File: src/rtl/ifu_prefetch_pkg.sv
// Shared constants for the instruction prefetch unit.
package ifu_prefetch_pkg;

  localparam int unsigned INSTR_W          = 32;
  localparam logic [31:0] DEFAULT_RESET_PC = 32'h0000_0000;
  localparam logic [INSTR_W-1:0] NOP_INSTR = 32'h0000_0000;

endpackage

File: src/rtl/ifu_fifo.sv
// Synchronous FIFO with a registered head entry; flush overrides push and pop.
module ifu_fifo
  import ifu_prefetch_pkg::*;
#(
  parameter int unsigned      WIDTH      = 64,
  parameter int unsigned      DEPTH      = 4,
  parameter logic [WIDTH-1:0] RESET_DATA = '0
) (
  input  logic                     clk,
  input  logic                     rst,
  input  logic                     push_i,
  input  logic [WIDTH-1:0]         push_data_i,
  input  logic                     pop_i,
  input  logic                     flush_i,
  output logic                     head_valid_o,
  output logic [WIDTH-1:0]         head_data_o,
  output logic [$clog2(DEPTH):0]   level_o
);

  localparam int unsigned PTR_W = $clog2(DEPTH);
  localparam int unsigned LVL_W = PTR_W + 1;

  logic [WIDTH-1:0] mem_q [DEPTH];
  logic [PTR_W-1:0] rd_ptr_q, rd_ptr_d, wr_ptr_q, wr_ptr_d, rd_ptr_nxt;
  logic [LVL_W-1:0] count_q, count_d;
  logic             head_valid_q, head_valid_d;
  logic [WIDTH-1:0] head_q, head_d;
  logic             do_push, do_pop;

  always_comb begin
    do_pop       = pop_i && head_valid_q;
    do_push      = push_i && ((count_q < LVL_W'(DEPTH)) || do_pop);
    rd_ptr_nxt   = rd_ptr_q + PTR_W'(1);
    rd_ptr_d     = rd_ptr_q;
    wr_ptr_d     = wr_ptr_q;
    count_d      = count_q;
    head_valid_d = head_valid_q;
    head_d       = head_q;
    if (flush_i) begin
      rd_ptr_d     = '0;
      wr_ptr_d     = '0;
      count_d      = '0;
      head_valid_d = 1'b0;
    end else begin
      if (do_push) wr_ptr_d = wr_ptr_q + PTR_W'(1);
      if (do_pop)  rd_ptr_d = rd_ptr_nxt;
      count_d      = count_q + LVL_W'(do_push) - LVL_W'(do_pop);
      head_valid_d = (count_d != '0);
      // The pushed word becomes the head when the queue is (or is about to be) empty;
      // otherwise a pop promotes the next stored entry.
      if (do_push && ((count_q == '0) || ((count_q == LVL_W'(1)) && do_pop)))
        head_d = push_data_i;
      else if (do_pop && (count_q > LVL_W'(1)))
        head_d = mem_q[rd_ptr_nxt];
    end
  end

  always_ff @(posedge clk or posedge rst) begin
    if (rst) begin
      rd_ptr_q     <= '0;
      wr_ptr_q     <= '0;
      count_q      <= '0;
      head_valid_q <= 1'b0;
      head_q       <= RESET_DATA;
    end else begin
      rd_ptr_q     <= rd_ptr_d;
      wr_ptr_q     <= wr_ptr_d;
      count_q      <= count_d;
      head_valid_q <= head_valid_d;
      head_q       <= head_d;
    end
  end

  always_ff @(posedge clk) begin
    if (!flush_i && do_push) mem_q[wr_ptr_q] <= push_data_i;
  end

  assign head_valid_o = head_valid_q;
  assign head_data_o  = head_q;
  assign level_o      = count_q;

endmodule

File: src/rtl/ifu_prefetch.sv
// Instruction prefetch: issues one fetch per cycle into a prefetch queue,
// discarding responses that belong to a stream squashed by a redirect.
module ifu_prefetch
  import ifu_prefetch_pkg::*;
#(
  parameter int unsigned       ADDR_W   = 32,
  parameter int unsigned       DEPTH    = 4,
  parameter logic [ADDR_W-1:0] RESET_PC = ADDR_W'(DEFAULT_RESET_PC)
) (
  input  logic                    clk,
  input  logic                    reset,
  input  logic                    redirect_valid,
  input  logic [ADDR_W-1:0]       redirect_pc,
  output logic                    imem_req,
  output logic [ADDR_W-1:0]       imem_addr,
  input  logic [INSTR_W-1:0]      imem_rdata,
  input  logic                    imem_rvalid,
  output logic                    out_valid,
  input  logic                    out_ready,
  output logic [INSTR_W-1:0]      out_instr,
  output logic [ADDR_W-1:0]       out_pc,
  output logic [ADDR_W-1:0]       out_pc8,
  output logic [$clog2(DEPTH):0]  fifo_level
);

  localparam int unsigned LVL_W   = $clog2(DEPTH) + 1;
  localparam int unsigned ENTRY_W = ADDR_W + INSTR_W;
  localparam logic [ADDR_W-1:0] WORD_MASK = ~ADDR_W'(3);

  logic [ADDR_W-1:0]  fetch_pc_q, fetch_pc_d;
  logic [ADDR_W-1:0]  pend_pc_q;
  logic               pend_valid_q, pend_epoch_q;
  logic               epoch_q, epoch_d;
  logic               issue, push, pop;
  logic               head_valid;
  logic [ENTRY_W-1:0] head_data;
  logic [LVL_W-1:0]   level;
  logic [LVL_W:0]     occupancy;

  // Space is reserved for the in-flight response; a same-cycle pop is not credited.
  assign occupancy = {1'b0, level} + (LVL_W+1)'(pend_valid_q);
  assign issue     = !reset && !redirect_valid && (occupancy < (LVL_W+1)'(DEPTH));
  assign push      = imem_rvalid && pend_valid_q && (pend_epoch_q == epoch_q);
  assign pop       = head_valid && out_ready;

  always_comb begin
    fetch_pc_d = fetch_pc_q;
    epoch_d    = epoch_q;
    if (redirect_valid) begin
      fetch_pc_d = redirect_pc & WORD_MASK;
      epoch_d    = !epoch_q;
    end else if (issue) begin
      fetch_pc_d = fetch_pc_q + ADDR_W'(4);
    end
  end

  always_ff @(posedge clk or posedge reset) begin
    if (reset) begin
      fetch_pc_q   <= RESET_PC & WORD_MASK;
      epoch_q      <= 1'b0;
      pend_valid_q <= 1'b0;
      pend_pc_q    <= '0;
      pend_epoch_q <= 1'b0;
    end else begin
      fetch_pc_q   <= fetch_pc_d;
      epoch_q      <= epoch_d;
      pend_valid_q <= issue;
      if (issue) begin
        pend_pc_q    <= fetch_pc_q;
        pend_epoch_q <= epoch_q;
      end
    end
  end

  ifu_fifo #(
    .WIDTH      (ENTRY_W),
    .DEPTH      (DEPTH),
    .RESET_DATA ({{ADDR_W{1'b0}}, NOP_INSTR})
  ) u_fifo (
    .clk          (clk),
    .rst          (reset),
    .push_i       (push),
    .push_data_i  ({pend_pc_q, imem_rdata}),
    .pop_i        (pop),
    .flush_i      (redirect_valid),
    .head_valid_o (head_valid),
    .head_data_o  (head_data),
    .level_o      (level)
  );

  assign imem_req   = issue;
  assign imem_addr  = fetch_pc_q;
  assign out_valid  = head_valid;
  assign out_pc     = head_data[ENTRY_W-1:INSTR_W];
  assign out_instr  = head_data[INSTR_W-1:0];
  assign out_pc8    = head_valid ? (out_pc + ADDR_W'(8)) : '0;
  assign fifo_level = level;

endmodule

File: config.mk
export PLATFORM = sky130hd
export DESIGN_NAME = ifu_prefetch
export DESIGN_NICKNAME = d
export VERILOG_FILES = /design/src/rtl/ifu_prefetch_pkg.sv /design/src/rtl/ifu_fifo.sv /design/src/rtl/ifu_prefetch.sv
export SDC_FILE = /design/constraint.sdc
export NUM_CORES = 1
export LEC_CHECK = 0
export ABC_AREA = 1
export CORE_MARGIN = 3
export CORE_UTILIZATION = 50
export CTS_BUF_LIST = sky130_fd_sc_hd__clkbuf_4 sky130_fd_sc_hd__clkbuf_8
export DETAILED_ROUTE_END_ITERATION = 16
export DONT_BUFFER_PORTS = 1
export PLACE_DENSITY_LB_ADDON = 0.2
export SLEW_MARGIN = 20
export SYNTH_ARGS = -nofsm -noshare
export SYNTH_HDL_FRONTEND = slang
export SYNTH_SLANG_ARGS = --single-unit
File: constraint.sdc
create_clock -name clk -period 5.66 [get_ports clk]
set_clock_uncertainty 0.05 [all_clocks]
set_input_delay 1.132 -clock clk [delete_from_list [all_inputs] [get_ports clk]]
set_output_delay 1.132 -clock clk [all_outputs]
set_load 0.01 [all_outputs]
# Word level (Yosys, flattened, before mapping)
# Memories as Yosys holds them, arrays and structs flattened.
# Cells that the tools add are included.
# word_totals
memories	1
inputBits	69
wordCells	60
output_inout_bits	133
ramBits	256
reg_bits	139
# memory_table
name	words	word_bits	read_ports	rd_ports_with_merged_regs	wr	line	text
u_fifo.mem_q	4	64	1	0	1	ifu_fifo.sv:23	logic [WIDTH-1:0] mem_q [DEPTH];
# classes
n_reduce_logical	23
order_cmp	3
n_eq_ne	2
n_bitwise	1
addsub	7
mux	13
# ops
op	count
two-way mux 64 bit	2
two-way mux 32 bit	3
adder 32 x 3 -> 32 bit, second input constant	1
adder 32 x 4 -> 32 bit, second input constant	1
logical AND 1 bit	11
two-way mux 2 bit	4
nonzero test 2 bit	4
adder 2 x 1 -> 2 bit, second input constant	2
adder 3 x 1 -> 4 bit	1
less-than comparator 4 x 3 -> 1 bit, second input constant	1
adder 3 x 1 -> 3 bit	1
equality test 3 x 1 -> 1 bit, second input constant	1
> comparator 3 x 1 -> 1 bit, second input constant	1
zero test 1 bit	3
zero test 3 bit	1
less-than comparator 3 bit, second input constant	1
two-way mux 1 bit	3
two-way mux 3 bit	1
nonzero test 3 bit	1
subtractor 3 x 1 -> 3 bit	1
logical OR 1 bit	2
AND reduction 2 bit	1
equality test 1 bit	1
NOT 1 bit	1

# Depth between registers and ports, before layout
# Gate-level depths: netlist of run 1.
# depth
ltp_word	8
depth_mapped	11
mapped_depth_nobuf	9

# By module
# From an unflattened synthesis of run 1, not the netlist that was laid out.
# unflattened
hier_cells	2103
hier_area_um2	18587.8
# by_module_without_submodules
module	cells_per_inst	n_inst	area_each_um2	seq_area_each_um2
ifu_fifo	1425	1	14246.2	9489.1
ifu_prefetch	678	1	4341.7	1576.5

# Least setup slack after synthesis of run 1
# Ideal clock, no wire load.
# synth_timing
path_kind	input to register
start	input out_ready
end	memory u_fifo.mem_q[0][0], enable pin
setup_ns	0.482
cell_stages	7
path_buffers	1
t_arrival_ns	4.493
path_slack_ns	0.635
t_required_ns	5.128
path_cell_list	nand2_2 > nand2_1 > nand3_1 > nor2_1 > buf_2 > nand2_1 > nor2_1
# synth_between
elab_chain_len	7
# synth_rtl
item	line	text
start, declared	ifu_prefetch.sv:19	input logic out_ready,
logical AND 1 bit	ifu_prefetch.sv:44	assign pop = head_valid && out_ready;
logical AND 1 bit	ifu_fifo.sv:31	do_pop = pop_i && head_valid_q;
logical OR 1 bit	ifu_fifo.sv:32	do_push = push_i && ((count_q < LVL_W'(DEPTH)) || do_pop);
logical AND 1 bit	ifu_fifo.sv:32	
logical AND 1 bit	ifu_fifo.sv:75	if (!flush_i && do_push) mem_q[wr_ptr_q] <= push_data_i;
two-way mux 1 bit	ifu_fifo.sv:75	
two-way mux 1 bit (not written as such)	ifu_fifo.sv:75	
end, declared	ifu_fifo.sv:23	
# No other way between the ends.

# Worst setup path after layout of run 1
# layout_timing
start	register u_fifo.head_q[35], in the netlist u_fifo.head_data_o[35]
end	output out_pc8[31]
# layout_between
elab_chain_len	2
# layout_rtl
item	line	text
start, declared	ifu_fifo.sv:27	logic [WIDTH-1:0] head_q, head_d;
start signal, assigned	ifu_fifo.sv:64	head_q <= RESET_DATA;
start signal, assigned	ifu_fifo.sv:70	head_q <= head_d;
adder 32 x 4 -> 32 bit	ifu_prefetch.sv:96	assign out_pc8 = head_valid ? (out_pc + ADDR_W'(8)) : '0;
two-way mux 32 bit	ifu_prefetch.sv:96	
end, declared	ifu_prefetch.sv:22	output logic [ADDR_W-1:0] out_pc8,
# No other way between the ends.

==> results.toml, run 1 <==
[synthesis]
synthXorXnorAreaFrac = 0.00500
ys_warn_count = 0
seq_area_frac_synth = 0.615
synthAdderAreaFrac = 0.00829
synth-compound-area-share = 0.0382
netlist_area_mm2 = 0.0175
synthMuxAreaShare = 0
synth_top_family_by_area = "simple AND/OR/NAND/NOR gates"
avgSynthCellArea_um2 = 8.78
synth_simple_gate_area_share = 0.275
syn_inst = 1994
synth.distinct_cells = 26
synth_seq_cells = 381

[power]
leakage_nw = 8.41
seqPwrFrac = 0.507
power.share.clock = 0.282
internal_power_mw = 5.14
combinationalPowerShare = 0.211
vdd_drop_max_mv = 0.244
p_sw_frac = 0.366
power.density_mw_per_mm2 = 424
power_mw = 8.10
net-switching-power_mw = 2.97

[global_routing]
grt_pass1_vias = 12900
antenna_found_initial = 0
overflow = 0
gr-usage-met3 = 0.0589
use_met1 = 0.339
busiest_layer = "met2"
grt_pass1_wl_mm = 71.2
use_met2 = 0.392
grt_max_degree = 89
globalRouteTotalUtil = 0.246

[drt]
wl_per_cell_um = 18.2
drt_iter0_drc = 1103
antenna_left = 0
dr.pass1.iters = 7
finalWirelength_mm = 45.4
vias = 13200
drcViolationCount = 0
vias_per_cell = 5.28

[clocking]
clock_latency_ns = 0.61
post_cts_buffers = 0
cts_sinks = 381
numCtsBuffers = 61
cts_resized = 0
clkTransAtPathRegs_ns = 0.06
cts-root-buf = "clkbuf_8"
cts_tree = "done"
h-tree-depth = 2
clockBufferDepth = 3
hold_buffers = 0

[final_layout]
final_common_cell = "nand2_1"
synthToLayoutAreaGrowth_pct = 9.25
regArea_mm2 = 0.0108
drive_gt1_frac = 0.0679
final_cell_mix = "860 x nand2_1, 248 x edfxtp_1, 207 x nand3_1, 159 x inv_1, 132 x dfrtp_1"
multiInputGateArea_mm2 = 0.00578
n_fill_cell = 3058
nets = 2074
diodes = 0

[critical_path]
worstPathCellList = "ha_1 > nand2_1 > nor2_1 > inv_1 > nor2_1 > nand2_1 > nand2_1 > nand2_1 > nor2_1"
critPathLaunchType = "flop"
worst_ep_required_time_ns = 4.48
crit_fanout = 6
reg2reg_depth = 10
crit_type = "flop to output pin"
worstSetupEndpointType = "output pin"
crit_arrival_ns = 2.67
cp_slowest_cell = "dfrtp_1"
critical-path-max-stage-delay_ns = 0.59
critPathMostFrequentCell = "nand2_1"

[placed_design]
portBuffers = 0
pre_cts_ws_ns = 2.11
gp_congestion = 0.914
place_hpwl_mm = 27.9

[flow_run]
drv_cap = 0

[timing]
slew_viol_final = 0
finalSetupViolations = 0
final.setup.tns_ns = 0
post-route-min-period_ns = 3.85
max_freq_mhz = 260
hold_violations = 0
finalCritPeriodShare = 0.681
rsz0062_at_grt = "false"
layout_setup_ws_ns = 1.81
holdWs_ns = 0.445
max_slew_margin = 0.316
tightest_slew_ns = 1.02

[die]
coreArea_mm2 = 0.0340
io_pins = 202
die_height_um = 193
row_count = 67
die_x_um = 193
die_area_mm2 = 0.0373
start_util = 0.515

[min_path]
hold-path-cell-count = 1
hold_path.class = "flop to flop"

[status]
status = "finished clean"
[critical path: cells and delay by family (launching register included)]
kind          cells  cell delay, ns
simple gates      7            1.06
flops             1            0.59
fa+ha+maj         1            0.34
buf+inv           1            0.07
[cells in the mapped netlist, drive strengths merged]
master	n	share of area
clkbuf	55	0.012
fa	1	0.0011
o31ai	1	0.00043
edfxtp	248	0.43
and2	2	0.00071
nor2	134	0.029
o21a	1	0.00043
a31oi	1	0.00036
dfrtp	133	0.19
xnor2	7	0.0035
ha	10	0.0071
o21ai	116	0.033
inv	164	0.035
nand2	863	0.19
nand3	208	0.060
conb	1	0.00021
a21oi	11	0.0038
xor2	3	0.0015
buf	35	0.011
[through the flow]
stage,std cells,util,instance area (um2)
3_5_place_dp,2379,0.527,17900
2_1_floorplan,1999,-,17500
5_1_grt,2494,0.562,19100
4_1_cts,2494,0.562,19100
6_report,2494,0.562,19100
3_3_place_gp,2379,0.527,17900
[per-layer routing]
metal  wire (um)  vias to the layer above
met1       19500                     6179
met2       20600                      513
met4        1080                        0
li1            -                     6406
met3        4200                       78
met5           0                        -
[final timing paths]
kind,to,slack [ns],startpoint
setup / recovery,out_pc8[31],1.81,u_fifo.head_data_o[35]
hold / removal,epoch_q,0.44,epoch_q
setup reg to reg,u_fifo.head_data_o[43],2.79,u_fifo.rd_ptr_q[1]
hold reg to reg,epoch_q,0.44,epoch_q
max in group asynchronous,u_fifo.head_data_o[55],3.90,reset
min in group asynchronous,imem_addr[2],0.52,reset
[cell families (layout without fill, tap and decap cells)]
| family | after synthesis | in the layout |
|---|---|---|
| buffers and inverters | 254 | 301 |
| DFF | 381 | 381 |
| AOI/OAI and AO/OA | 130 | 130 |
| and+or+nand+nor | 1207 | 1207 |
| xor gates and xnor gates | 10 | 10 |
| adders and majority gates | 11 | 11 |
| other | 1 | 6 |
[power by group through the flow]
stage	combinational, mW	sequential (mW)	clock [mW]
final	1.71	4.10	2.29
after global routing	1.98	4.17	2.46
after detailed placement	1.72	4.16	0
after CTS	1.73	4.10	2.34
after floorplan	1.29	3.88	0
after global placement	1.69	4.14	0
[area by class of cell]
type,instances,share of cell area
inverter,164,0.0324
tap,448,0.0293
clock inverter,23,0.00530
multi-input combinational,1364,0.302
sequential,381,0.563
clock buffer,92,0.0574
timing repair buffer,22,0.00994
[state kept, by name, indices dropped and copies added (netlist names), 2 cells and up]
signal              flops
u_fifo.head_data_o     62
pend_pc_q              30
u_fifo.level_o          3
u_fifo.wr_ptr_q         2
imem_addr              30
u_fifo.rd_ptr_q         2
u_fifo.mem_q          248
(Power assumes the default switching activity.)
==> run 2, diff against run 1 <==
Clock period 5.66 ns to 3.7 ns, I/O delays scaled along.
==> run 2 against run 1 <==
Against the previous run:
- highest routed layer unchanged
- critical path depth down 1
- setup slack worse by 1.5 ns
- routed wire length up 0.58%
- sequential share of layout area down 0.51 points
- cell area up 0.92%
- via count up 0.42%
- worst hold slack worse by 0.32 ns
- largest power group unchanged
- count of clock-buffer cells in the layout up 6
==> results.toml, run 2 (same netlist as run 1, synthesis figures left out) <==
[global_routing]
grt_max_degree = 112
overflow = 0
grt_pass1_vias = 13100
globalRouteTotalUtil = 0.248
antenna_found_initial = 1
grt_pass1_wl_mm = 71.8

[critical_path]
crit_fanout = 7
critPathLaunchType = "flop"
path_buf_inv = 0
cpLargestDelayFamily = "simple AND/OR/NAND/NOR gates"
worst_ep_required_time_ns = 2.91
worstPathCellList = "nand3_1 > nor2_1 > nand2_1 > nor2_1 > nand2_1 > nand2_1 > nand2_1 > nor2_1"
crit_type = "flop to output pin"
crit_arrival_ns = 2.64
worstSetupEndpointType = "output pin"
critical-path-max-stage-delay_ns = 0.60
cp_slowest_cell = "dfrtp_1"
critPathMostFrequentCell = "nand2_1"

[power]
vdd_drop_max_mv = 0.442
internal_power_mw = 8.03
power.density_mw_per_mm2 = 654
leakage_nw = 8.48
p_sw_frac = 0.364
power_mw = 12.6
net-switching-power_mw = 4.59
power.share.clock = 0.293
seqPwrFrac = 0.497
combinationalPowerShare = 0.210

[timing]
tightest_slew_ns = 0.901
holdWs_ns = 0.129
max_freq_mhz = 292
max_slew_margin = 0.399
rsz0062_at_grt = "false"
slew_viol_final = 0
hold_violations = 0
post-route-min-period_ns = 3.43
finalSetupViolations = 0
finalCritPeriodShare = 0.926

[die]
row_count = 67
start_util = 0.515
die_height_um = 193
io_pins = 202
coreArea_mm2 = 0.0340
die_area_mm2 = 0.0373
die_x_um = 193

[clocking]
clockBufferDepth = 3
cts_tree = "done"
clock_latency_ns = 0.65
h-tree-depth = 2
post_cts_buffers = 0
numCtsBuffers = 61
clkTransAtPathRegs_ns = 0.06
cts_sinks = 381
cts-root-buf = "clkbuf_8"

[drt]
antenna_left = 0
drcViolationCount = 0
drt_iter0_drc = 937
finalWirelength_mm = 45.7
vias = 13200
dr.pass1.iters = 6
vias_per_cell = 5.29
wl_per_cell_um = 18.3

[final_layout]
nets = 2079
diodes = 0
drive_gt1_frac = 0.0736
synthToLayoutAreaGrowth_pct = 10.3
largest_register_ffs = 248
final_common_cell = "nand2_1"
top_register = "u_fifo.mem_q"
final_cell_mix = "860 x nand2_1, 248 x edfxtp_1, 207 x nand3_1, 159 x inv_1, 131 x dfrtp_1"

[placed_design]
gp_congestion = 0.906
place_hpwl_mm = 27.7
portBuffers = 0

[status]
status = "finished clean"

[min_path]
hold_path.class = "input pin to flop"

[flow_run]
drv_cap = 0
## run 2: changes by cell type in the layout (fill, tap and decap cells not counted), moves of 2 or more
cell | previous run | this run
buf_12 | 2 | 6
clkbuf_4 | 27 | 25
clkbuf_8 | 65 | 73
clkinv_1 | 15 | 9
## run 2: area by class of cell
cell class | count | area (um2)
clock buffers | 98 | 1190
repair buffers | 27 | 280
multi-input cells | 1364 | 5790
inverters | 164 | 619
fillers | 3075 | 14700
flip-flops and latches | 381 | 10800
clock inverters | 17 | 90.1
well taps | 448 | 561
## run 2: worst reg2reg max path: cells and delay by family (launching register included)
family | cells | cell delay [ns]
DFF | 1 | 0.64
and+or+nand+nor | 7 | 0.72
buffers and inverters | 2 | 0.99
## run 2: what timing repair did
action | in CTS | in global routing
hold endpoints to repair | 22 | 0
gates resized for setup | 0 | 2
hold buffers | 1 | 0
endpoints found under the setup margin | 0 | 3
## run 2: metal layers
metal / up-vias / global-route usage / part of all wire
met5: - / 0 / 0
met3: 72 / 0.0566 / 0.085
met4: 0 / 0.0793 / 0.021
met2: 479 / 0.404 / 0.47
li1: 6424 / - / -
met1: 6256 / 0.333 / 0.43
## run 2: through the flow
| stage | cells | setup TNS, ns | instance area, um2 | setup slack, ns | util |
|---|---|---|---|---|---|
| finish | 2499 | 0 | 19300 | 0.273 | 0.567 |
| global route | 2499 | 0 | 19300 | 0.00460 | 0.567 |
| CTS | 2499 | 0 | 19300 | 0.109 | 0.567 |
| detailed placement | 2383 | 0 | 18000 | 0.824 | 0.529 |
| global placement | 2383 | 0 | 18000 | 0.862 | 0.529 |
| floorplan | 1999 | -231.44 | 17500 | -0.933 | - |
## run 2: worst paths after layout
| kind | start | end | slack [ns] | depth (start not counted) |
|---|---|---|---|---|
| max | u_fifo.head_data_o[37] | out_pc8[20] | 0.27 | 8 |
| min | redirect_valid | u_fifo.level_o[0] | 0.13 | 1 |
| max reg2reg | u_fifo.rd_ptr_q[1] | u_fifo.head_data_o[30] | 1.23 | 9 |
| min reg2reg | epoch_q | epoch_q | 0.45 | 1 |
| max in group asynchronous | reset | u_fifo.head_data_o[35] | 2.01 | 3 |
| min in group asynchronous | reset | imem_addr[16] | 0.56 | 2 |
## run 2: power by group through the flow
| stage | Sequential (mW) | Combinational, mW | Clock, mW |
|---|---|---|---|
| 6_report | 6.27 | 2.65 | 3.69 |
| 4_1_cts | 6.27 | 2.67 | 3.77 |
| 2_1_floorplan | 5.94 | 1.98 | 0 |
| 3_5_place_dp | 6.35 | 2.65 | 0 |
| 3_3_place_gp | 6.32 | 2.60 | 0 |
| 5_1_grt | 6.36 | 3.05 | 3.96 |
